--- config.mk ---
export PLATFORM = sky130hd
export DESIGN_NAME = demultiplexer_1to4
export DESIGN_NICKNAME = d
export VERILOG_FILES = /design/src/rtl/demultiplexer_1to4_pkg.sv /design/src/rtl/demultiplexer_1to4_decoder.sv /design/src/rtl/demultiplexer_1to4.sv
export SDC_FILE = /design/constraint.sdc
export NUM_CORES = 1
export LEC_CHECK = 0
export ABC_CLOCK_PERIOD_IN_PS = 2050
export CAP_MARGIN = 20
export CORE_AREA = 2 2 39 41
export CTS_BUF_LIST = sky130_fd_sc_hd__clkbuf_8
export CTS_CLUSTER_DIAMETER = 30
export CTS_CLUSTER_SIZE = 10
export DETAILED_ROUTE_END_ITERATION = 6
export DIE_AREA = 0 0 41 43
export GPL_TIMING_DRIVEN = 1
export PLACE_DENSITY = 0.52
export SETUP_SLACK_MARGIN = 0.05
export SKIP_LAST_GASP = 1
export SLEW_MARGIN = 10
export SYNTH_ARGS = -nofsm -noshare
export SYNTH_HDL_FRONTEND = slang
export SYNTH_SLANG_ARGS = --single-unit
--- constraint.sdc ---
create_clock -name clk -period 2.05 [get_ports clk]
set_input_delay 0.41 -clock clk [delete_from_list [all_inputs] [get_ports clk]]
set_output_delay 0.41 -clock clk [all_outputs]
set_load 0.02 [all_outputs]
--- src/rtl/demultiplexer_1to4_pkg.sv ---
// Shared types and constants for the registered 1-to-4 demultiplexer.
package demultiplexer_1to4_pkg;

  localparam int NUM_CH = 4;

  typedef logic [1:0] sel_t;

  localparam sel_t SEL_CH0 = 2'd0;
  localparam sel_t SEL_CH1 = 2'd1;
  localparam sel_t SEL_CH2 = 2'd2;
  localparam sel_t SEL_CH3 = 2'd3;

  localparam logic [NUM_CH-1:0] SEL_OH_RST = 4'b0000;

endpackage

--- src/rtl/demultiplexer_1to4_decoder.sv ---
// Combinational 2-bit select to one-hot decode; an unknown select yields X, never a channel.
module demux_decoder_2to4
  import demultiplexer_1to4_pkg::*;
(
  input  sel_t              sel,
  output logic [NUM_CH-1:0] oh
);

  always_comb begin
    oh = '0;
    case (sel)
      SEL_CH0: oh = 4'b0001;
      SEL_CH1: oh = 4'b0010;
      SEL_CH2: oh = 4'b0100;
      SEL_CH3: oh = 4'b1000;
      default: oh = 'x;
    endcase
  end

endmodule

--- src/rtl/demultiplexer_1to4.sv ---
// Registered 1-to-4 demux: d steers to the selected channel, the others clear to zero.
module demultiplexer_1to4
  import demultiplexer_1to4_pkg::*;
#(
  parameter int WIDTH = 1
) (
  input  logic             clk,
  input  logic             rst,
  input  logic             en,
  input  logic [WIDTH-1:0] d,
  input  logic             s0,
  input  logic             s1,
  output logic [WIDTH-1:0] i0,
  output logic [WIDTH-1:0] i1,
  output logic [WIDTH-1:0] i2,
  output logic [WIDTH-1:0] i3,
  output logic [3:0]       sel_oh
);

  sel_t                          sel;
  logic [NUM_CH-1:0]             oh;
  logic [NUM_CH-1:0][WIDTH-1:0]  ch_d;
  logic [NUM_CH-1:0][WIDTH-1:0]  ch_q;
  logic [NUM_CH-1:0]             sel_oh_q;

  assign sel = {s1, s0};

  demux_decoder_2to4 u_dec (
    .sel (sel),
    .oh  (oh)
  );

  // Each channel is d gated by its replicated one-hot bit, so exclusivity falls out of the decode.
  for (genvar g = 0; g < NUM_CH; g++) begin : g_ch
    assign ch_d[g] = d & {WIDTH{oh[g]}};
  end

  always_ff @(posedge clk) begin
    if (rst) begin
      ch_q     <= '0;
      sel_oh_q <= SEL_OH_RST;
    end else if (en) begin
      ch_q     <= ch_d;
      sel_oh_q <= oh;
    end
  end

  assign i0     = ch_q[0];
  assign i1     = ch_q[1];
  assign i2     = ch_q[2];
  assign i3     = ch_q[3];
  assign sel_oh = sel_oh_q;

endmodule

; ---- Word level (Yosys, flattened, before mapping)
; Cells that the tools add are included.
[word_totals]
latchBits = 0
word_cells = 14
ff_bits = 8
memories = 0
ram_bits = 0
mem_bits_ro = 0
[op_classes]
order_cmp = 0
shift = 0
reduce_logical = 1
div_mod_pow = 0
n_mul = 0
n_eq_ne = 3
bitwise_logic = 4
mux = 1
add_sub_neg = 0
[op_table]
columns = operator, count
row1 = $pmux W4 S4, 1
row2 = $and A1 B1 Y1, 4
row3 = $eq A2 B2 Y1 const B, 2
row4 = $eq A2 B1 Y1 const B, 1
row5 = $logic_not A2 Y1, 1

; ---- Depth between registers and ports, before layout
[depth]
word_depth = 3
mapped_depth = 3

; ---- Cells and area by module
; A second synthesis with hierarchy kept.
[hier_totals]
cells_unflattened = 35
area_unflattened_um2 = 365.4
[by_module_without_submodules]
columns = module, cells_each, instances, seq_area_each_um2, area_each_um2
row1 = demultiplexer_1to4, 31, 1, 160.2, 339.1
row2 = demux_decoder_2to4, 4, 1, 0.0, 26.3

; ---- Least setup slack after synthesis
; No wires, ideal clock.
[synth_path]
path_kind = input-to-reg
startpoint = input s0
endpoint = register sel_oh_q[0], in the netlist sel_oh[0]
cell_stages = 2
path_slack_ps = 1093
arrival_ps = 887
setup_ps = 70
required_time_ps = 1980
cell_sequence = or3b_1 > a21oi_1
[synth_via]
elab_chain_len = 2
elab_cells_between_ends = 5
cone_classes = eq/ne: 3 / mux: 1 / reduce/logical: 1
[synth_rtl]
columns = element, line
row1 = "start, declared", demultiplexer_1to4.sv:11  ; input logic s0,
row2 = "$eq A2 B2 Y1, or another cell as far along", demultiplexer_1to4_decoder.sv:11  ; case (sel)
row3 = $pmux W4 S4 *, demultiplexer_1to4_decoder.sv:11
row4 = "end signal, assigned", demultiplexer_1to4.sv:44  ; sel_oh_q <= oh;
row5 = "end, declared", demultiplexer_1to4.sv:24  ; logic [NUM_CH-1:0] sel_oh_q;
; Mark *: on every way between the ends. The rest lies on a longest branch, timed or not.
; A chain may end at the register's enable or synchronous reset.

; ---- Final worst setup path
[layout_path]
startpoint = register sel_oh_q[1], in the netlist sel_oh[1]
endpoint = output sel_oh[1]
[layout_rtl]
columns = element, line
row1 = "end, declared", demultiplexer_1to4.sv:17  ; output logic [3:0] sel_oh
; No word-level cell between the ends.

==> results list <==
* Post-synthesis cell type count: 11
- PwrDens: 772 nW/um2
- Number of buffers added on ports: 13
* Pin count of the biggest net entering global routing: 16
* RSZ-0062 raised after global routing: no
* Number of detailed-route iterations in the first pass: 4
- Diodes inserted: 0
- The worst register-to-register path has a setup slack of 1.46 ns.
- Clock buffers created by TritonCTS: 3
* Violation count after the first detailed-routing iteration: 3
* Beginning of the critical path: sel_oh[1]
- Floorplan die height: 43 um
- Wire length reported by the detailed router: 707 um
- Worst min path class: reg -> reg
* Worst path depth: 1
- The filler cells instantiated in the layout total 146.
- Most frequently used flop master after synthesis: sky130_fd_sc_hd__dfxtp_1
* Number of pins exceeding their max-slew limit in the final report: 0
- The number of buffers and inverters on the critical path is 1.
* Fraction of layout instances using a drive strength above 1: 0.0816
- Setup violations remaining at the end of the flow were counted as 0.
- The tree is rooted in a sky130_fd_sc_hd__clkbuf_8.
* Vias: 294
- DRT antenna net count: 0
* Critical-path cell with the highest stage delay: sky130_fd_sc_hd__clkdlybuf4s50_1
* Series of cell instances along the critical path: clkdlybuf4s50_1
- Final hold analysis gives a worst-case slack of 0.465 ns.
- For this run, asynchronously set or reset flops after synthesis account for 0.
- Clock skew on the completed layout was measured at 0 ns.
* Slowest stage delay, CP: 0.61 ns
- After detailed routing, the number of remaining DRC violations is 0.
* Fin. Hold Viols: 0
- Synthesized area per cell: 9.49 um2
- IR analysis of the VDD net gives a maximum drop of 0.310 mV.
- By count the netlist is led by 8 x sky130_fd_sc_hd__a21oi_1, 8 x sky130_fd_sc_hd__dfxtp_1, 8 x sky130_fd_sc_hd__nand2b_1, 2 x sky130_fd_sc_hd__nand3b_1, 2 x sky130_fd_sc_hd__nand4b_1.
- Worst Setup Start Kind: flop
* Number of violations of the max-capacitance limit: 0
- CTS saw 8 sinks.
- Cell area after technology mapping: 323 um2
- The initial utilization of the core area, before any placement, comes to 0.233.
- In the finished design, the share of the clock period the worst path needs comes to 0.763.
* Area growth from synthesis to final layout: 58.9%
- Number of nets produced by synthesis: 40
- In this run, post-CTS hold repair placed 0 buffers.
* Placer congestion estimate: 0.685
- Largest cells by area after synthesis: sky130_fd_sc_hd__dfxtp_1 50%, sky130_fd_sc_hd__nand2b_1 16%, sky130_fd_sc_hd__a21oi_1 12%
- Critical path required time: 1.64 ns
* Floorplan Core Area: 1380 um2
- Number of flops mapped to enable cells by yosys: 0
- Number of buffers added for setup after CTS: 0
- The worst register-to-register path begins at i1.
- Once the clock tree was built, the resizer swapped 0 gates to a different size.
- YS warnings: 0
* Worst max-slew margin expressed relative to the limit: 0.794
- H-tree Lvls: 1
* Crit-path max FO: 2
* Row count: 14
- Element type at the critical path end: output port
- Synthesis inferred 8 register bits.
- The endpoint identified for the worst register-to-register timing path is i1.
* Layout net count: 57
- Outcome: finished, final reports clean
- Vias in the first global route: 262
- Fmax: 639 MHz
* Accumulated negative setup slack: 0 ns
* CTS clk-pin slew, worst paths: 0.04 ns
* Number of placed I/O pins: 14
- Horizontal extent of the die: 41 um
- For this design the static power due to leakage is 0.000169 uW.
- Skew-Pair Late Insertion Delay: 0.22 ns
* Worst reg-to-reg path cell count: 2
- Number of antenna violations at the first check in global routing: 0
- Count of mapped cells out of synthesis: 34
- HPWL after DPL: 484 um
* Die area: 1760 um2
* Per-cell via count in the routed design: 4.52
- Crit path to: sel_oh[1]
- Dividing the detail-routed wire length by the instance count gives 10.9 um.
* Post-synth top area cell: sky130_fd_sc_hd__dfxtp_1
- The longest clock path from root to sink contains 2 buffers.
* CTS tree: built
* Data arrival time of the critical path: 1.15 ns
* Share of synthesized area occupied by flip-flops and latches: 0.496
* Area share of the largest cell type after synthesis: 0.496
- Actual slew at the worst max-slew pin: 0.309 ns
- Minimum clock period after layout: 1.56 ns
- Global routing usage summed across all routing layers: 0.104
* Kind of cell with the highest combined delay on the critical path: buffers and inverters
* Remaining Overflow, GRT: 0
- Global-route wire length before repair: 1.12 mm
- Kind of critical path: reg -> out
[layer usage]
layer  vias up  global-route usage  wire, um
met3         2              0.0314        44
li1        151                   -         -
met1       128               0.139       351
met2        13               0.103       292
met4         0               0.140        19
met5         -                   0         0
[state kept, by name, indices dropped and copies added (netlist names)]
| register | cells |
|---|---|
| i1 | 1 |
| i0 | 1 |
| i2 | 1 |
| sel_oh | 4 |
| i3 | 1 |
[where the power goes]
part	total [uW]	switching, uW	internal [uW]	leakage, uW
clock	186	58.9	127	0.0000216
sequential	163	2.20	161	0.0000651
combinational	46.8	21.4	25.4	0.0000827
total	396	82.5	314	0.000169
[cell type report]
class / count / area [um2] / area share
clock buffer: 3 / 41.3 / 0.0805
multi-input combinational: 24 / 154 / 0.300
sequential: 8 / 160 / 0.312
tap: 16 / 20.0 / 0.0390
timing repair buffer: 14 / 138 / 0.268
[through the flow]
step           utilization  std cells  area [um2]  total power (uW)  setup slack (ns)
2_1_floorplan            -         34         323               187              1.09
3_3_place_gp         0.341         62         472               213             0.530
3_5_place_dp         0.341         62         472               213             0.506
4_1_cts              0.371         65         513               405             0.472
5_1_grt              0.371         65         513               422             0.435
6_report             0.371         65         513               396             0.486
[kinds of logic after synthesis]
kind of cell           after synthesis  share of synthesized area
and+or+nand+nor                     16                      0.353
DFF                                  8                      0.496
AOI/OAI and AO/OA                    8                      0.124
buffers and inverters                2                     0.0271
[worst min-delay path: stages (launching register included)]
cell and delay, ns:
sky130_fd_sc_hd__dfxtp_1 0.30, sky130_fd_sc_hd__nand2b_1 0.06, sky130_fd_sc_hd__a21oi_1 0.05
[cell usage in the layout (no fill, tap or decap)]
cell | Yosys | layout
sky130_fd_sc_hd__a21oi_1 | 8 | 8
sky130_fd_sc_hd__buf_4 | 0 | 1
sky130_fd_sc_hd__clkbuf_8 | 0 | 3
sky130_fd_sc_hd__clkdlybuf4s50_1 | 0 | 13
sky130_fd_sc_hd__dfxtp_1 | 8 | 8
sky130_fd_sc_hd__nand2b_1 | 8 | 8
sky130_fd_sc_hd__nand3_1 | 1 | 1
sky130_fd_sc_hd__nand3b_1 | 2 | 2
sky130_fd_sc_hd__nand4_1 | 1 | 1
sky130_fd_sc_hd__nand4b_1 | 2 | 2
sky130_fd_sc_hd__nand4bb_1 | 1 | 1
sky130_fd_sc_hd__or3b_1 | 1 | 1
[worst min-delay path by stage]
stage	from	to	slack (ns)	depth (start not counted)
floorplan	sel_oh[0]	sel_oh[0]	0.54	2
CTS	i2	i2	0.47	2
finish	sel_oh[0]	sel_oh[0]	0.47	2
global route	i3	i3	0.49	2
global placement	sel_oh[3]	sel_oh[3]	0.46	2
detailed placement	i3	i3	0.46	2
Power figures use the tool's default switching activity.
